### src/rtl/stack_unit.sv
// Parametrised LIFO with descending stack pointer, flip-flop storage and a
// combinational top-of-stack output, plus occupancy flags and sticky errors.
module stack_unit #(
  parameter int DATA_W = 16,
  parameter int ADDR_W = 8,
  parameter int DEPTH  = 256,
  parameter int AF_LVL = DEPTH - 2
) (
  input  logic              clk,
  input  logic              rst,
  input  logic              push,
  input  logic              pop,
  input  logic [DATA_W-1:0] din,
  input  logic              clr_err,
  output logic [DATA_W-1:0] dout,
  output logic [ADDR_W-1:0] sp,
  output logic [ADDR_W:0]   count,
  output logic              empty,
  output logic              full,
  output logic              almost_full,
  output logic              ovf,
  output logic              unf
);

  localparam logic [ADDR_W:0]   DEPTH_C    = (ADDR_W+1)'(DEPTH);
  localparam logic [ADDR_W:0]   DEPTH_M1_C = (ADDR_W+1)'(DEPTH - 1);
  localparam logic [ADDR_W:0]   AF_C       = (ADDR_W+1)'(AF_LVL);
  localparam logic [ADDR_W:0]   ONE_C      = (ADDR_W+1)'(1);
  localparam logic [ADDR_W-1:0] ONE_A_C    = ADDR_W'(1);

  logic [DATA_W-1:0] mem_q [DEPTH];
  logic [ADDR_W:0]   count_q, count_d;
  logic              ovf_q, ovf_d;
  logic              unf_q, unf_d;
  logic              wr_en_s;
  logic [ADDR_W-1:0] wr_addr_s;
  logic [ADDR_W:0]   sp_full_s;
  logic [ADDR_W-1:0] top_addr_s;

  // Pointer is derived from the count so the two can never disagree.
  assign sp_full_s  = DEPTH_M1_C - count_q;
  assign sp         = sp_full_s[ADDR_W-1:0];
  assign top_addr_s = sp + ONE_A_C;

  assign count       = count_q;
  assign empty       = (count_q == {(ADDR_W+1){1'b0}});
  assign full        = (count_q == DEPTH_C);
  assign almost_full = (count_q >= AF_C);
  assign ovf         = ovf_q;
  assign unf         = unf_q;
  assign dout        = empty ? {DATA_W{1'b0}} : mem_q[top_addr_s];

  // Next-state decode of the push/pop strobes.
  always_comb begin
    count_d   = count_q;
    ovf_d     = ovf_q & ~clr_err;
    unf_d     = unf_q & ~clr_err;
    wr_en_s   = 1'b0;
    wr_addr_s = sp;
    case ({push, pop})
      2'b10: begin
        if (full) begin
          ovf_d = 1'b1;
        end else begin
          wr_en_s = 1'b1;
          count_d = count_q + ONE_C;
        end
      end
      2'b01: begin
        if (empty) begin
          unf_d = 1'b1;
        end else begin
          count_d = count_q - ONE_C;
        end
      end
      2'b11: begin
        // Replace top; on an empty stack the pop is the illegal half.
        if (empty) begin
          unf_d   = 1'b1;
          wr_en_s = 1'b1;
          count_d = count_q + ONE_C;
        end else begin
          wr_en_s   = 1'b1;
          wr_addr_s = top_addr_s;
        end
      end
      default: begin
        count_d = count_q;
      end
    endcase
  end

  // Control state with asynchronous reset.
  always_ff @(posedge clk or posedge rst) begin
    if (rst) begin
      count_q <= {(ADDR_W+1){1'b0}};
      ovf_q   <= 1'b0;
      unf_q   <= 1'b0;
    end else begin
      count_q <= count_d;
      ovf_q   <= ovf_d;
      unf_q   <= unf_d;
    end
  end

  // Storage is not reset; writes are suppressed while rst is held.
  always_ff @(posedge clk) begin
    if (wr_en_s && !rst) begin
      mem_q[wr_addr_s] <= din;
    end
  end

endmodule

### config.mk
export PLATFORM = sky130hd
export DESIGN_NAME = stack_unit
export DESIGN_NICKNAME = d
export VERILOG_FILES = /design/src/rtl/stack_unit.sv
export SDC_FILE = /design/constraint.sdc
export NUM_CORES = 2
export LEC_CHECK = 0
export CORE_MARGIN = 1
export CORE_UTILIZATION = 54
export DETAILED_ROUTE_END_ITERATION = 10
export PLACE_DENSITY = 0.7
export REMOVE_ABC_BUFFERS = 1
export SYNTH_ARGS = -nofsm -noshare
export SYNTH_HDL_FRONTEND = slang
export SYNTH_SLANG_ARGS = --single-unit
### constraint.sdc
create_clock -name clk -period 8 [get_ports clk]
set_clock_uncertainty 0.15 [all_clocks]
set_input_delay 2.4 -clock clk [delete_from_list [all_inputs] [get_ports clk]]
set_output_delay 2.4 -clock clk [all_outputs]
set_load 0.01 [all_outputs]
==> impl_metrics.env <==
export IMPL_max_slew_margin_rel_pct=4.09
export IMPL_startpoint_type="flop"
export IMPL_htree_levels=5
export IMPL_multiInputGateArea_sq_um=33100
export IMPL_cts_buffer_depth=4
export IMPL_yosysWarnings=0
export IMPL_portBuffers=58
export IMPL_seq_area_sq_um=123000
export IMPL_die_y_um=542
export IMPL_nets=7100
export IMPL_io_pins=59
export IMPL_avgRoutedWirePerCell_um=35.0
export IMPL_place_area_sq_um=166000
export IMPL_grt_first_pass_wirelength_um=561000
export IMPL_fmax_ghz=0.124
export IMPL_grt_setup_unrepaired="yes"
export IMPL_synthToLayoutAreaGrowth_pct=13.8
export IMPL_path_depth=12
export IMPL_yosysMostFrequentCell="edfxtp_1"
export IMPL_ys_flop_type="edfxtp_1"
export IMPL_ys_seq_area_share_pct=78.2
export IMPL_leakagePower_nw=55.6
export IMPL_die_w_um=542
export IMPL_yosysUniqueCellTypes=57
export IMPL_path_class="flop to output port"
export IMPL_start_util_pct=54.3
export IMPL_drc=0
export IMPL_grt_pass1_vias=75100
export IMPL_top_usage_layer="met2"
export IMPL_core_area_sq_um=291000
export IMPL_synthTopCellsByArea="edfxtp_1 78%, mux4_2 18%, nor2_1 0.68%, buf_2 0.52%, clkbuf_1 0.42%"
export IMPL_reg2regPathDepth=11
export IMPL_synth_top_area_cell="edfxtp_1"
export IMPL_clkTransAtPathRegs_ps=60
export IMPL_drive_above_1_share_pct=32.5
export IMPL_arrival_ps=5510
export IMPL_violations="negative setup slack"
export IMPL_grt_use_met2_pct=42.4
export IMPL_dieArea_sq_um=294000
export IMPL_status="complete, but fails checks"
export IMPL_clk_latency_ps=950
export IMPL_grt_overflow_total=0
export IMPL_layout_min_cycle_time_ps=8060
export IMPL_syn_area_per_cell_sq_um=24.2
export IMPL_power_density_nw_per_um2=392
export IMPL_cp_max_fo=39
export IMPL_fillCellCount=18800
export IMPL_ys_ff_latch=4107
export IMPL_min_path_cells=1
export IMPL_synth_edf_count=4096
export IMPL_rows=198
export IMPL_cts_tree="built"
export IMPL_gp_congestion=0.842
export IMPL_met1_usage_pct=38.3
export IMPL_total_power_mw=70.3
export IMPL_tightest_slew_ps=1430
export IMPL_pre_cts_ws_ps=-219
export IMPL_cap_violations=0
export IMPL_dr_pass1_iters=5
export IMPL_fin_util_pct=61.7
export IMPL_async_reset_ff_share_pct=0.268
export IMPL_routed_wl_um=397000
export IMPL_cts_root_buf="clkbuf_16"
export IMPL_slew_violations=0
export IMPL_setup_violations=3
export IMPL_min_delay_path_class="flop to flop"
export IMPL_syn_cell_area_sq_um=158000
export IMPL_drtAntennaViolNets=0
export IMPL_cp_cell_sequence="inv_1 -> ha_4 -> buf_4 -> buf_12 -> buf_12 -> mux4_2 -> mux4_2 -> a22oi_1 -> a21oi_1 -> nor2_1 -> o21ai_4 -> clkdlybuf4s50_1"
export IMPL_drt_initial_drc_count=10700
export IMPL_worst_slack_ps=-58.6
export IMPL_clkSinkCount=4107
export IMPL_dp_hpwl_um=220000
export IMPL_critPathTopFamily="buffers and inverters"
export IMPL_crit_buf_inv=5
export IMPL_syn_inst=6526
export IMPL_antenna_found_initial=14
export IMPL_fin_crit_sh_pct=101
export IMPL_met3_usage_pct=6.70
export IMPL_final_hold_viol_count=0
export IMPL_cp_data_required_time_ps=5450
export IMPL_yosys_top_cells_count="4096 x edfxtp_1, 1276 x mux4_2, 286 x nor2_1"
export IMPL_synth_top_area_share_pct=78.0
export IMPL_grt_use_total_pct=27.1
export IMPL_vias_per_cell=6.62
export IMPL_grt_start_max_net_pins=193
export IMPL_crit_slowest_cell="dfrtp_4"
export IMPL_num_vias=75000
export IMPL_numCtsBuffers=397
export IMPL_cp_end_kind="output port"
export IMPL_final_area_sq_um=179000
export IMPL_critPathMaxStageDelay_ps=530
export IMPL_ir_drop_uv=421
worst reg2reg max path: cells and delay by family, from the launching register on:
| kind | cells | cell delay, ps |
|---|---|---|
| buffers and inverters | 3 | 1050 |
| XOR/XNOR | 1 | 170 |
| flip-flops | 1 | 560 |
| AO/OA/AOI/OAI | 1 | 180 |
| AND/OR/NAND/NOR | 5 | 2600 |
| adder cells (fa/ha/maj) | 1 | 240 |
routing by layer:
layer	vias to the layer above	share of wire, %
met5	-	0.064
met4	8	3.3
met3	681	12
met2	4675	48
met1	40300	37
li1	29300	-
state kept, by name (all words and copies together), names as in the netlist:
| register | flops |
|---|---|
| ovf | 1 |
| unf | 1 |
| count | 9 |
| mem_q | 4096 |
report_power, final:
group          switching, mW  leakage [nW]  internal (mW)  total, mW
Sequential             0.112          36.9           23.8       23.9
Clock                   8.08          6.32           10.6       18.7
Combinational           15.5          12.4           12.2       27.7
Total                   23.7          55.6           46.6       70.3
layout by cell type, fill, tap and decap left out, drive strengths merged, types with 12 or more instances in the layout:
cell type      count
o21ai             24
bufinv            43
nor2             288
a32oi             13
nand2            103
buf              449
edfxtp          4096
clkinvlp          12
mux4            1276
diode             14
xnor2             14
clkinv           185
clkdlybuf4s50     41
clkbuf           499
nand4             15
nand3             98
a21oi             44
inv               30
a22oi             72
final cells by class:
class,count,area share (%)
clock buffers,480,5.74
clock inverters,253,1.50
diodes,14,0.0195
well taps,3900,2.72
multi-input cells,2035,18.5
flip-flops and latches,4107,68.7
repair buffers,512,2.79
inverters,17,0.0356
final timing paths:
path / endpoint / slack (ps) / from
max in group asynchronous: count[0] / 5880 / rst
worst min register to register: ovf / 360 / ovf
worst max-delay path: dout[10] / -60 / count[0]
worst min-delay path: ovf / 360 / ovf
min in group asynchronous: ovf / 1590 / rst
worst max register to register: mem_q[4][11] / 2730 / count[0]
cells by family (layout without fill, tap and decap cells):
group           count (synthesis)  after routing  synth area share, %
fa+ha+maj                       9              9               0.0762
simple gates                  531            531                 1.44
xor+xnor                       15             15               0.0833
buf+inv                       384           1262                 1.08
compound gates                198            198                0.863
mux                          1282           1282                 18.3
other cells                     0             14                    0
flops                        4107           4107                 78.2
stage by stage:
step                      hold slack [ps]  cells  TNS [ps]
after floorplan                       394   6159         -
after global placement                344  10600      -364
after detailed placement              349  10600      -384
after CTS                             362  11300     -3.34
after global routing                  401  11300     -7.67
final                                 360  11300      -145
timing repair:
item / 4_1_cts / 5_1_grt
pin swaps: 16 / 4
buffers inserted: 11 / 2
gates resized for setup: 73 / 10
endpoints found under the setup margin: 16 / 6
hold buffers: 0 / 0
cloned: 4 / 3
Note: power is estimated with default switching activity, not from simulation.
